**src/rtl/hdmi_video_pkg.sv**
```systemverilog
// hdmi_video_pkg: shared constants, frame state type and pixel packing for the colour-bar source.
// Contents: PIXELS_PER_BEAT, NUM_BARS, MIN_WIDTH, bar colour indices, frame_state_t, pack_pixel().
package hdmi_video_pkg;
    localparam int PIXELS_PER_BEAT = 8;
    localparam int NUM_BARS = 8;
    // Narrowest legal line: every bar at least one beat wide
    localparam int MIN_WIDTH = PIXELS_PER_BEAT * NUM_BARS;
    localparam logic [2:0] BAR_WHITE   = 3'd0;
    localparam logic [2:0] BAR_YELLOW  = 3'd1;
    localparam logic [2:0] BAR_CYAN    = 3'd2;
    localparam logic [2:0] BAR_GREEN   = 3'd3;
    localparam logic [2:0] BAR_MAGENTA = 3'd4;
    localparam logic [2:0] BAR_RED     = 3'd5;
    localparam logic [2:0] BAR_BLUE    = 3'd6;
    localparam logic [2:0] BAR_BLACK   = 3'd7;
    typedef enum logic {IDLE, ACTIVE} frame_state_t;
    // One pixel occupies a 32-bit lane: zero pad byte above {R,G,B}
    function automatic logic [31:0] pack_pixel(input logic [23:0] rgb);
        return {8'h00, rgb};
    endfunction
endpackage

```
**src/rtl/bar_color_lut.sv**
```systemverilog
// bar_color_lut: combinational bar index to 24-bit {R,G,B} colour.
// Ports: idx (in, 3) bar index 0..7; rgb (out, 24) colour, lit channels at BAR_LEVEL.
module bar_color_lut
    import hdmi_video_pkg::*;
#(
    parameter logic [7:0] BAR_LEVEL = 8'hC0
) (
    input  logic [2:0]  idx,
    output logic [23:0] rgb
);
    localparam logic [7:0] L = BAR_LEVEL;
    always_comb begin
        rgb = '0;
        case (idx)
            BAR_WHITE:   rgb = {L, L, L};
            BAR_YELLOW:  rgb = {L, L, 8'h00};
            BAR_CYAN:    rgb = {8'h00, L, L};
            BAR_GREEN:   rgb = {8'h00, L, 8'h00};
            BAR_MAGENTA: rgb = {L, 8'h00, L};
            BAR_RED:     rgb = {L, 8'h00, 8'h00};
            BAR_BLUE:    rgb = {8'h00, 8'h00, L};
            default:     rgb = '0;
        endcase
    end
endmodule

```
**src/rtl/color_bar_generator.sv**
```systemverilog
// color_bar_generator: eight-bar video test pattern, 8 pixels per beat on a ready/valid stream.
// Ports: clock, reset (sync, active-high); video_width, video_height (in, COORD_WIDTH) frame size;
//   start_frame (in) pulse to begin a frame at (0,0); ready (in) consumer accept;
//   valid (out) beat present; bits_0..bits_3 (out, 64) two packed pixels each; busy (out) frame in progress.
// Build option: define GRADIENT_OVERLAY_EN to replace the bottom quarter of lines with a grey ramp.
module color_bar_generator
    import hdmi_video_pkg::*;
#(
    parameter logic [7:0] BAR_LEVEL   = 8'hC0,
    parameter int         COORD_WIDTH = 16
) (
    input  logic                   clock,
    input  logic                   reset,
    input  logic [COORD_WIDTH-1:0] video_width,
    input  logic [COORD_WIDTH-1:0] video_height,
    input  logic                   start_frame,
    input  logic                   ready,
    output logic                   valid,
    output logic [63:0]            bits_0,
    output logic [63:0]            bits_1,
    output logic [63:0]            bits_2,
    output logic [63:0]            bits_3,
    output logic                   busy
);
    localparam int CW = COORD_WIDTH;
    frame_state_t state;
    logic [CW-1:0] x, y, bar_cnt, bpl, bpb, height, nx, ny, nbar_cnt;
    logic [2:0] bar, nbar, sel_bar;
    logic start_ok, line_end, bar_end, last;
    logic [23:0] rgb;
    logic [63:0] beat [4];
    assign start_ok = start_frame && video_width >= CW'(MIN_WIDTH) && video_height != '0;
    assign line_end = x == bpl - CW'(1);
    assign bar_end  = bar_cnt == bpb - CW'(1);
    assign last     = line_end && y == height - CW'(1);
    // Coordinates of the beat that follows the one currently presented
    assign nx       = line_end ? '0 : x + CW'(1);
    assign ny       = line_end ? y + CW'(1) : y;
    assign nbar_cnt = (line_end || bar_end) ? '0 : bar_cnt + CW'(1);
    assign nbar     = line_end ? BAR_WHITE : bar_end ? bar + 3'd1 : bar;
    // A new frame always loads beat (0,0), overriding any in-flight advance
    assign sel_bar  = start_ok ? BAR_WHITE : nbar;
    bar_color_lut #(.BAR_LEVEL(BAR_LEVEL)) lut (.idx(sel_bar), .rgb(rgb));
`ifdef GRADIENT_OVERLAY_EN
    logic [CW-1:0] sel_y, sel_h;
    logic [4:0] sel_xl;
    logic ramp;
    assign sel_y  = start_ok ? '0 : ny;
    assign sel_h  = start_ok ? video_height : height;
    assign sel_xl = start_ok ? '0 : nx[4:0];
    assign ramp   = sel_y >= sel_h - (sel_h >> 2);
`endif
    always_comb begin
        for (int k = 0; k < 4; k++) begin
`ifdef GRADIENT_OVERLAY_EN
            // Ramp level is the low byte of the pixel x coordinate, beat*8 + lane
            beat[k] = ramp ? {pack_pixel({3{sel_xl, 3'(2*k+1)}}), pack_pixel({3{sel_xl, 3'(2*k)}})}
                           : {pack_pixel(rgb), pack_pixel(rgb)};
`else
            beat[k] = {pack_pixel(rgb), pack_pixel(rgb)};
`endif
        end
    end
    // valid is high throughout ACTIVE, so ready alone marks a handshake there
    always_ff @(posedge clock) begin
        if (reset) begin
            state   <= IDLE;
            valid   <= 1'b0;
            busy    <= 1'b0;
            x       <= '0;
            y       <= '0;
            bar     <= '0;
            bar_cnt <= '0;
            bpl     <= '0;
            bpb     <= '0;
            height  <= '0;
            bits_0  <= '0;
            bits_1  <= '0;
            bits_2  <= '0;
            bits_3  <= '0;
        end else if (start_ok) begin
            state   <= ACTIVE;
            valid   <= 1'b1;
            busy    <= 1'b1;
            bpl     <= video_width >> $clog2(PIXELS_PER_BEAT);
            bpb     <= video_width >> $clog2(MIN_WIDTH);
            height  <= video_height;
            x       <= '0;
            y       <= '0;
            bar     <= '0;
            bar_cnt <= '0;
            bits_0  <= beat[0];
            bits_1  <= beat[1];
            bits_2  <= beat[2];
            bits_3  <= beat[3];
        end else if (state == ACTIVE && ready) begin
            if (last) begin
                state <= IDLE;
                valid <= 1'b0;
                busy  <= 1'b0;
            end else begin
                x       <= nx;
                y       <= ny;
                bar     <= nbar;
                bar_cnt <= nbar_cnt;
                bits_0  <= beat[0];
                bits_1  <= beat[1];
                bits_2  <= beat[2];
                bits_3  <= beat[3];
            end
        end
    end
endmodule
```
**config.mk**
```make
export PLATFORM = sky130hd
export DESIGN_NAME = color_bar_generator
export DESIGN_NICKNAME = d
export VERILOG_FILES = /design/src/rtl/hdmi_video_pkg.sv /design/src/rtl/bar_color_lut.sv /design/src/rtl/color_bar_generator.sv
export SDC_FILE = /design/constraint.sdc
export NUM_CORES = 1
export LEC_CHECK = 0
export BUFFER_PORTS_ARGS = -buffer_cell sky130_fd_sc_hd__buf_2
export CAP_MARGIN = 20
export CORE_AREA = 2 2 122 124
export CTS_CLUSTER_SIZE = 24
export DETAILED_ROUTE_END_ITERATION = 12
export DIE_AREA = 0 0 124 126
export PLACE_DENSITY_LB_ADDON = 0.3
export SLEW_MARGIN = 20
export SYNTH_ARGS = -nofsm -noshare
export SYNTH_HDL_FRONTEND = slang
export SYNTH_SLANG_ARGS = --single-unit
```
**constraint.sdc**
```tcl
create_clock -name clock -period 4.3 [get_ports clock]
set_input_delay 0.86 -clock clock [delete_from_list [all_inputs] [get_ports clock]]
set_output_delay 0.86 -clock clock [all_outputs]
set_load 0.01 [all_outputs]
```
==> results.sh, run 1 <==
export IMPL_synth_compound_area_frac=0.133
export IMPL_multi_input_area_mm2=0.00399
export IMPL_die_x_um=124
export IMPL_yosysTopAreaCellShare=0.271
export IMPL_cp_required_ps=4570
export IMPL_std_cell_rows=44
export IMPL_total_leakage_power_nw=2.88
export IMPL_synth_most_common_cell="buf_4"
export IMPL_clkLatencyLatePin_ps=350
export IMPL_synthDistinctLibCells=64
export IMPL_cts_max_path_buffers=2
export IMPL_critical_path_class="register to register"
export IMPL_wl_per_cell_um=12.9
export IMPL_post_cts_buffers=0
export IMPL_antenna_found_initial=0
export IMPL_fin_worst_skew_ps=8.16
export IMPL_ys_ff_latch=84
export IMPL_cts_made_buffers=9
export IMPL_grt_pass1_vias=4221
export IMPL_hold_path_class="register to register"
export IMPL_path_clk_slew_ps=60
export IMPL_crit_slowest_cell="or4_1"
export IMPL_register_area_mm2=0.00168
export IMPL_place_congestion=0.837
export IMPL_power_density_mw_per_mm2=294
export IMPL_drive_gt1_frac=0.126
export IMPL_setup_tns_ps=0
export IMPL_finalHoldViolations=0
export IMPL_start_util=0.491
export IMPL_cts_tree="done"
export IMPL_routed_wl_um=14000
export IMPL_synth_top_cells_by_count="buf_4 (254), dfxtp_1 (84), nor2_1 (58)"
export IMPL_h_tree_depth=3
export IMPL_port_buffers=82
export IMPL_synth_area_mux_share=0.0484
export IMPL_top_layer_used="met4"
export IMPL_cts_resized_gates=0
export IMPL_clkPwrFrac=0.377
export IMPL_synth_edf_count=0
export IMPL_initialDrtViolationCount=272
export IMPL_crit_path_start_kind="register"
export IMPL_grt_max_degree=51
export IMPL_dp_hpwl_um=10800
export IMPL_relSlewSlack=0.467
export IMPL_io_pins=294
export IMPL_seq_area_frac_synth=0.239
export IMPL_status="completed"
export IMPL_p_int_mw=1.33
export IMPL_switchingPower_mw=0.648
export IMPL_synth_cell_area_mm2=0.00703
export IMPL_setup_viol=0
export IMPL_synthAdderAreaFrac=0.0125
export IMPL_synthSimpleGateAreaFrac=0.195
export IMPL_postSynthAreaPerCell_um2=7.95
export IMPL_fp_dieArea_mm2=0.0156
export IMPL_sequentialPowerShare=0.424
export IMPL_nets=942
export IMPL_rsz0062_at_grt="no"
export IMPL_cap_violations=0
export IMPL_yosysTopAreaCell="buf_4"
export IMPL_synth_async_reset_ratio=0
export IMPL_place_inst=1072
export IMPL_arrival_ps=4070
export IMPL_period_needed_ps=3800
export IMPL_peakVddDrop_uv=227
export IMPL_core_area_mm2=0.0143
export IMPL_synthToLayoutAreaGrowth_pct=-4.41
export IMPL_crit_chain="inv_1 -> ha_1 -> or4b_4 -> or3_1 -> a2111o_1 -> nor4_4 -> and4_4 -> o2111ai_1 -> or4_1 -> a21oi_1"
export IMPL_synth_top_family_by_area="buffers and inverters"
export IMPL_crit_fanout=12
export IMPL_grt_pass1_wl_um=21500
export IMPL_overflow=0
export IMPL_switching_share=0.327
export IMPL_fmax_ghz=0.263
export IMPL_combPwrFrac=0.199
export IMPL_firstDrtPassIters=4
export IMPL_crit_path_max_incr_delay_ps=540
export IMPL_synth_xor_area_frac=0.0648
export IMPL_post_route_period_util=0.884
export IMPL_ys_flop_type="dfxtp_1"
export IMPL_viasPerCell=4.85
export IMPL_cts_sinks=84
export IMPL_route_detailed_drc=0
export IMPL_m1WireLength_um=6020
export IMPL_finalMaxSlewViolations=0
export IMPL_dr_wl_met2_um=7090
export IMPL_crit_family="simple AND/OR/NAND/NOR gates"
export IMPL_cts_root_buf="clkbuf_16"
export IMPL_holdBufCountCts=0
export IMPL_vias=5275
export IMPL_dr_wl_met3_um=646
export IMPL_crit_buf_inv=1
export IMPL_track_usage=0.173
export IMPL_fin_cells=1088
export IMPL_ys_warn_count=0
export IMPL_ys_top_cells_by_area="buf_4 (27%), dfxtp_1 (24%), mux2i_1 (4.8%)"
export IMPL_die_h_um=126
export IMPL_synth_cells=884
export IMPL_ant_nets=0
export IMPL_endpoint_kind="register"
export IMPL_fillers=1449
export IMPL_worst_pin_slew_ps=799
export IMPL_antenna_cells=0
[cell families (layout without fill, tap and decap cells)]
| kind of cell | count (synthesis) | after routing |
|---|---|---|
| simple gates | 246 | 246 |
| mux | 34 | 34 |
| xor+xnor | 52 | 52 |
| compound gates | 148 | 148 |
| buf+inv | 312 | 125 |
| flops | 84 | 84 |
| fa+ha+maj | 7 | 7 |
| other cells | 1 | 208 |
[final timing paths]
check / from / to / slack [ps] / cells after the start
worst max-delay path: bpl[0]$_SDFFE_PP0P_ / y[14]$_SDFFE_PP0P_ / 500 / 10
worst min-delay path: x[15]$_SDFFE_PP0P_ / x[15]$_SDFFE_PP0P_ / 500 / 2
worst max register to register: bpl[0]$_SDFFE_PP0P_ / y[14]$_SDFFE_PP0P_ / 500 / 10
worst min register to register: x[15]$_SDFFE_PP0P_ / x[15]$_SDFFE_PP0P_ / 500 / 2
[layout make-up]
class,instances,share of cell area
sequential,84,0.250
inverter,22,0.0123
clock buffer,9,0.0335
multi-input combinational,695,0.593
tap,184,0.0343
clock inverter,7,0.00838
timing repair buffer,87,0.0685
[sequential cells by signal (all words and copies together), names as in the netlist]
register / flops
bar_cnt: 16
height: 16
x: 16
y: 16
bpb: 10
bar: 3
bits_0: 3
bpl: 3
state: 1
[per-layer routing]
metal | track usage | up-vias
met1 | 0.224 | 2436
li1 | - | 2675
met4 | 0.0496 | 0
met2 | 0.290 | 147
met5 | 0 | -
met3 | 0.0358 | 17
[placed cells by master, fill, tap and decap left out, drive strengths merged, types with 2 or more instances in the layout]
cell type,Yosys,layout
xor2,22,22
nand4b,4,4
o22ai,2,2
nand2,29,29
clkbuf,24,9
buf,266,87
o21bai,2,2
and4,4,4
nand4,10,10
a2111oi,4,4
mux2i,34,34
or3,28,28
a21boi,4,4
and2,4,4
or4b,2,2
nor3b,4,4
o21a,2,2
clkinv,0,2
o21ai,31,31
and3,8,8
nor3,12,12
o2111ai,4,4
a21oi,49,49
conb,1,208
ha,7,7
inv,22,26
o211ai,4,4
nand3b,3,3
o31ai,19,19
nor4,18,18
or4,21,21
a211oi,5,5
a31oi,9,9
nor4b,3,3
xnor2,30,30
nand2b,7,7
a221oi,2,2
dfxtp,84,84
nor2,58,58
nand3,27,27
[per-stage QoR]
step           setup WS [ps]  hold WS [ps]  power [mW]  utilization  area (um2)
5_1_grt                  217           529        2.08        0.470        6720
4_1_cts                  489           499        1.99        0.470        6720
3_5_place_dp             521           488        1.25        0.450        6440
6_report                 499           499        1.98        0.470        6720
2_1_floorplan            965           461        1.33            -        7810
3_3_place_gp             576           487        1.24        0.450        6440
[worst reg2reg max path, delay by kind of cell (launching register included)]
kind	cells	cell delay (ps)
AOI/OAI and AO/OA	3	1010
adders and majority gates	1	250
buffers and inverters	1	70
DFF	1	350
and+or+nand+nor	5	2050
[power groups by stage]
stage | clock network [mW] | registers (mW) | logic [mW]
floorplan | 0 | 0.837 | 0.494
global placement | 0 | 0.856 | 0.387
detailed placement | 0 | 0.857 | 0.389
CTS | 0.764 | 0.839 | 0.390
global route | 0.793 | 0.844 | 0.439
finish | 0.746 | 0.839 | 0.394
Power figures use the tool's default switching activity.
==> run 2: changes to the inputs <==
Settings changed: REMOVE_ABC_BUFFERS set to 1.
==> results.sh, run 2 (synthesis results as in run 1) <==
export IMPL_reg2reg_to="y[14]$_SDFFE_PP0P_"
export IMPL_fin_ws_ps=576
export IMPL_hold_path_class="register to register"
export IMPL_setup_viol=0
export IMPL_route_detailed_drc=0
export IMPL_fp_dieArea_mm2=0.0156
export IMPL_drive_gt1_frac=0.128
export IMPL_cts_root_buf="clkbuf_16"
export IMPL_arrival_ps=3990
export IMPL_die_h_um=126
export IMPL_core_area_mm2=0.0143
export IMPL_firstDrtPassIters=5
export IMPL_critical_path_class="register to register"
export IMPL_dp_hpwl_um=10500
export IMPL_grt_pass1_vias=4346
export IMPL_cts_max_path_buffers=2
export IMPL_cts_tree="done"
export IMPL_fmax_ghz=0.269
export IMPL_endpoint_kind="register"
export IMPL_dpl_instance_area_mm2=0.00645
export IMPL_wl_per_cell_um=12.7
export IMPL_io_pins=294
export IMPL_hold_start="x[15]$_SDFFE_PP0P_"
export IMPL_finalHoldViolations=0
export IMPL_use_met2=0.284
export IMPL_gr_max_usage_layer="met2"
export IMPL_grt_max_degree=39
export IMPL_crit_fanout=12
export IMPL_initialDrtViolationCount=223
export IMPL_place_congestion=0.848
export IMPL_nets=945
export IMPL_finalMaxSlewViolations=0
export IMPL_track_usage=0.171
export IMPL_relSlewSlack=0.521
export IMPL_cp_required_ps=4570
export IMPL_min_to="x[15]$_SDFFE_PP0P_"
export IMPL_final_cell_mix="conb_1 (208), dfxtp_1 (84), buf_2 (82)"
export IMPL_total_leakage_power_nw=2.90
export IMPL_worst_pin_slew_ps=718
export IMPL_cap_violations=0
export IMPL_holdBufCountCts=0
export IMPL_finalInstanceArea_mm2=0.00676
export IMPL_post_cts_buffers=0
export IMPL_path_clk_slew_ps=60
export IMPL_ant_nets=0
export IMPL_crit_path_start_kind="register"
export IMPL_routed_wl_um=13800
export IMPL_rr_worst_depth=10
export IMPL_overflow=0
export IMPL_h_tree_depth=3
export IMPL_antenna_cells=0
export IMPL_viasPerCell=4.84
export IMPL_cts_made_buffers=9
export IMPL_antenna_found_initial=0
export IMPL_r2r_start="bpl[0]$_SDFFE_PP0P_"
export IMPL_clkLatencyLatePin_ps=350
export IMPL_die_x_um=124
export IMPL_hold_depth=2
export IMPL_vias=5275
export IMPL_rsz0062_at_grt="no"
export IMPL_fin_worst_skew_ps=8.12
export IMPL_cts_sinks=84
export IMPL_grt_pass1_wl_um=21300
export IMPL_period_needed_ps=3720
export IMPL_power_density_mw_per_mm2=302
export IMPL_std_cell_rows=44
export IMPL_status="completed"
export IMPL_cts_resized_gates=0
export IMPL_dp_slack_ps=593
export IMPL_port_buffers=82
export IMPL_reg2reg_slack_ps=580
export IMPL_total_power_mw=2.04
export IMPL_post_route_period_util=0.866
export IMPL_peakVddDrop_uv=205
export IMPL_start_util=0.491
export IMPL_final_common_cell="conb_1"
export IMPL_synthToLayoutAreaGrowth_pct=-3.84
export IMPL_met3_usage=0.0358
export IMPL_met1_usage=0.220
-- run 2: cell count changes in the layout (fill, tap and decap cells not counted), sizes merged --
cell      delta
inv          -4
clkinvlp     +1
clkinv       -2
buf          +3
bufinv       +1
clkbuf       +3
-- run 2: critical path, stage by stage, from the launching register on --
cell,delay (ps)
dfxtp_1,360
inv_1,70
ha_1,260
or4b_4,500
or3_1,370
a2111o_1,480
nor4_4,310
and4_4,280
o2111ai_1,350
or4_1,520
a21oi_1,140
-- run 2: how the worst max path moves through the flow --
stage / startpoint / end / slack, ps / cells after the start
final: bpl[0]$_SDFFE_PP0P_ / y[14]$_SDFFE_PP0P_ / 580 / 10
after global routing: bpl[0]$_SDFFE_PP0P_ / y[14]$_SDFFE_PP0P_ / 330 / 10
after CTS: bpl[0]$_SDFFE_PP0P_ / y[14]$_SDFFE_PP0P_ / 580 / 10
after detailed placement: bpl[0]$_SDFFE_PP0P_ / y[14]$_SDFFE_PP0P_ / 590 / 10
after global placement: bpl[0]$_SDFFE_PP0P_ / y[14]$_SDFFE_PP0P_ / 630 / 10
after floorplan: bpl[0]$_SDFFE_PP0P_ / bar_cnt[10]$_SDFFE_PP0P_ / -560 / 10
-- run 2: metrics by stage --
step           hold WS, ps  cells  TNS [ps]   util
6_report               496   1090         0  0.472
5_1_grt                525   1090         0  0.472
4_1_cts                499   1090         0  0.472
3_5_place_dp           491   1075         0  0.451
3_3_place_gp           481   1075         0  0.451
2_1_floorplan          461    801     -9170      -
-- run 2: cell type report --
cell class                 instances  area [um2]
tap                              184         230
sequential                        84        1680
clock buffer                      12         267
multi-input combinational        695        3990
clock inverter                     3        45.0
timing repair buffer              90         470
fill                            1436        7550
inverter                          22        82.6
-- run 2: layer usage --
| layer | wire [um] | share of wire |
|---|---|---|
| met1 | 5860 | 0.42 |
| met2 | 7060 | 0.51 |
| met3 | 756 | 0.055 |
| met4 | 163 | 0.012 |
| met5 | 0 | 0 |
-- run 2: where the power goes --
group | leakage (nW) | internal (mW) | switching, mW | total [mW]
clock network | 0.147 | 0.494 | 0.315 | 0.809
registers | 0.684 | 0.798 | 0.0406 | 0.839
logic | 2.07 | 0.136 | 0.259 | 0.395
total | 2.90 | 1.43 | 0.615 | 2.04
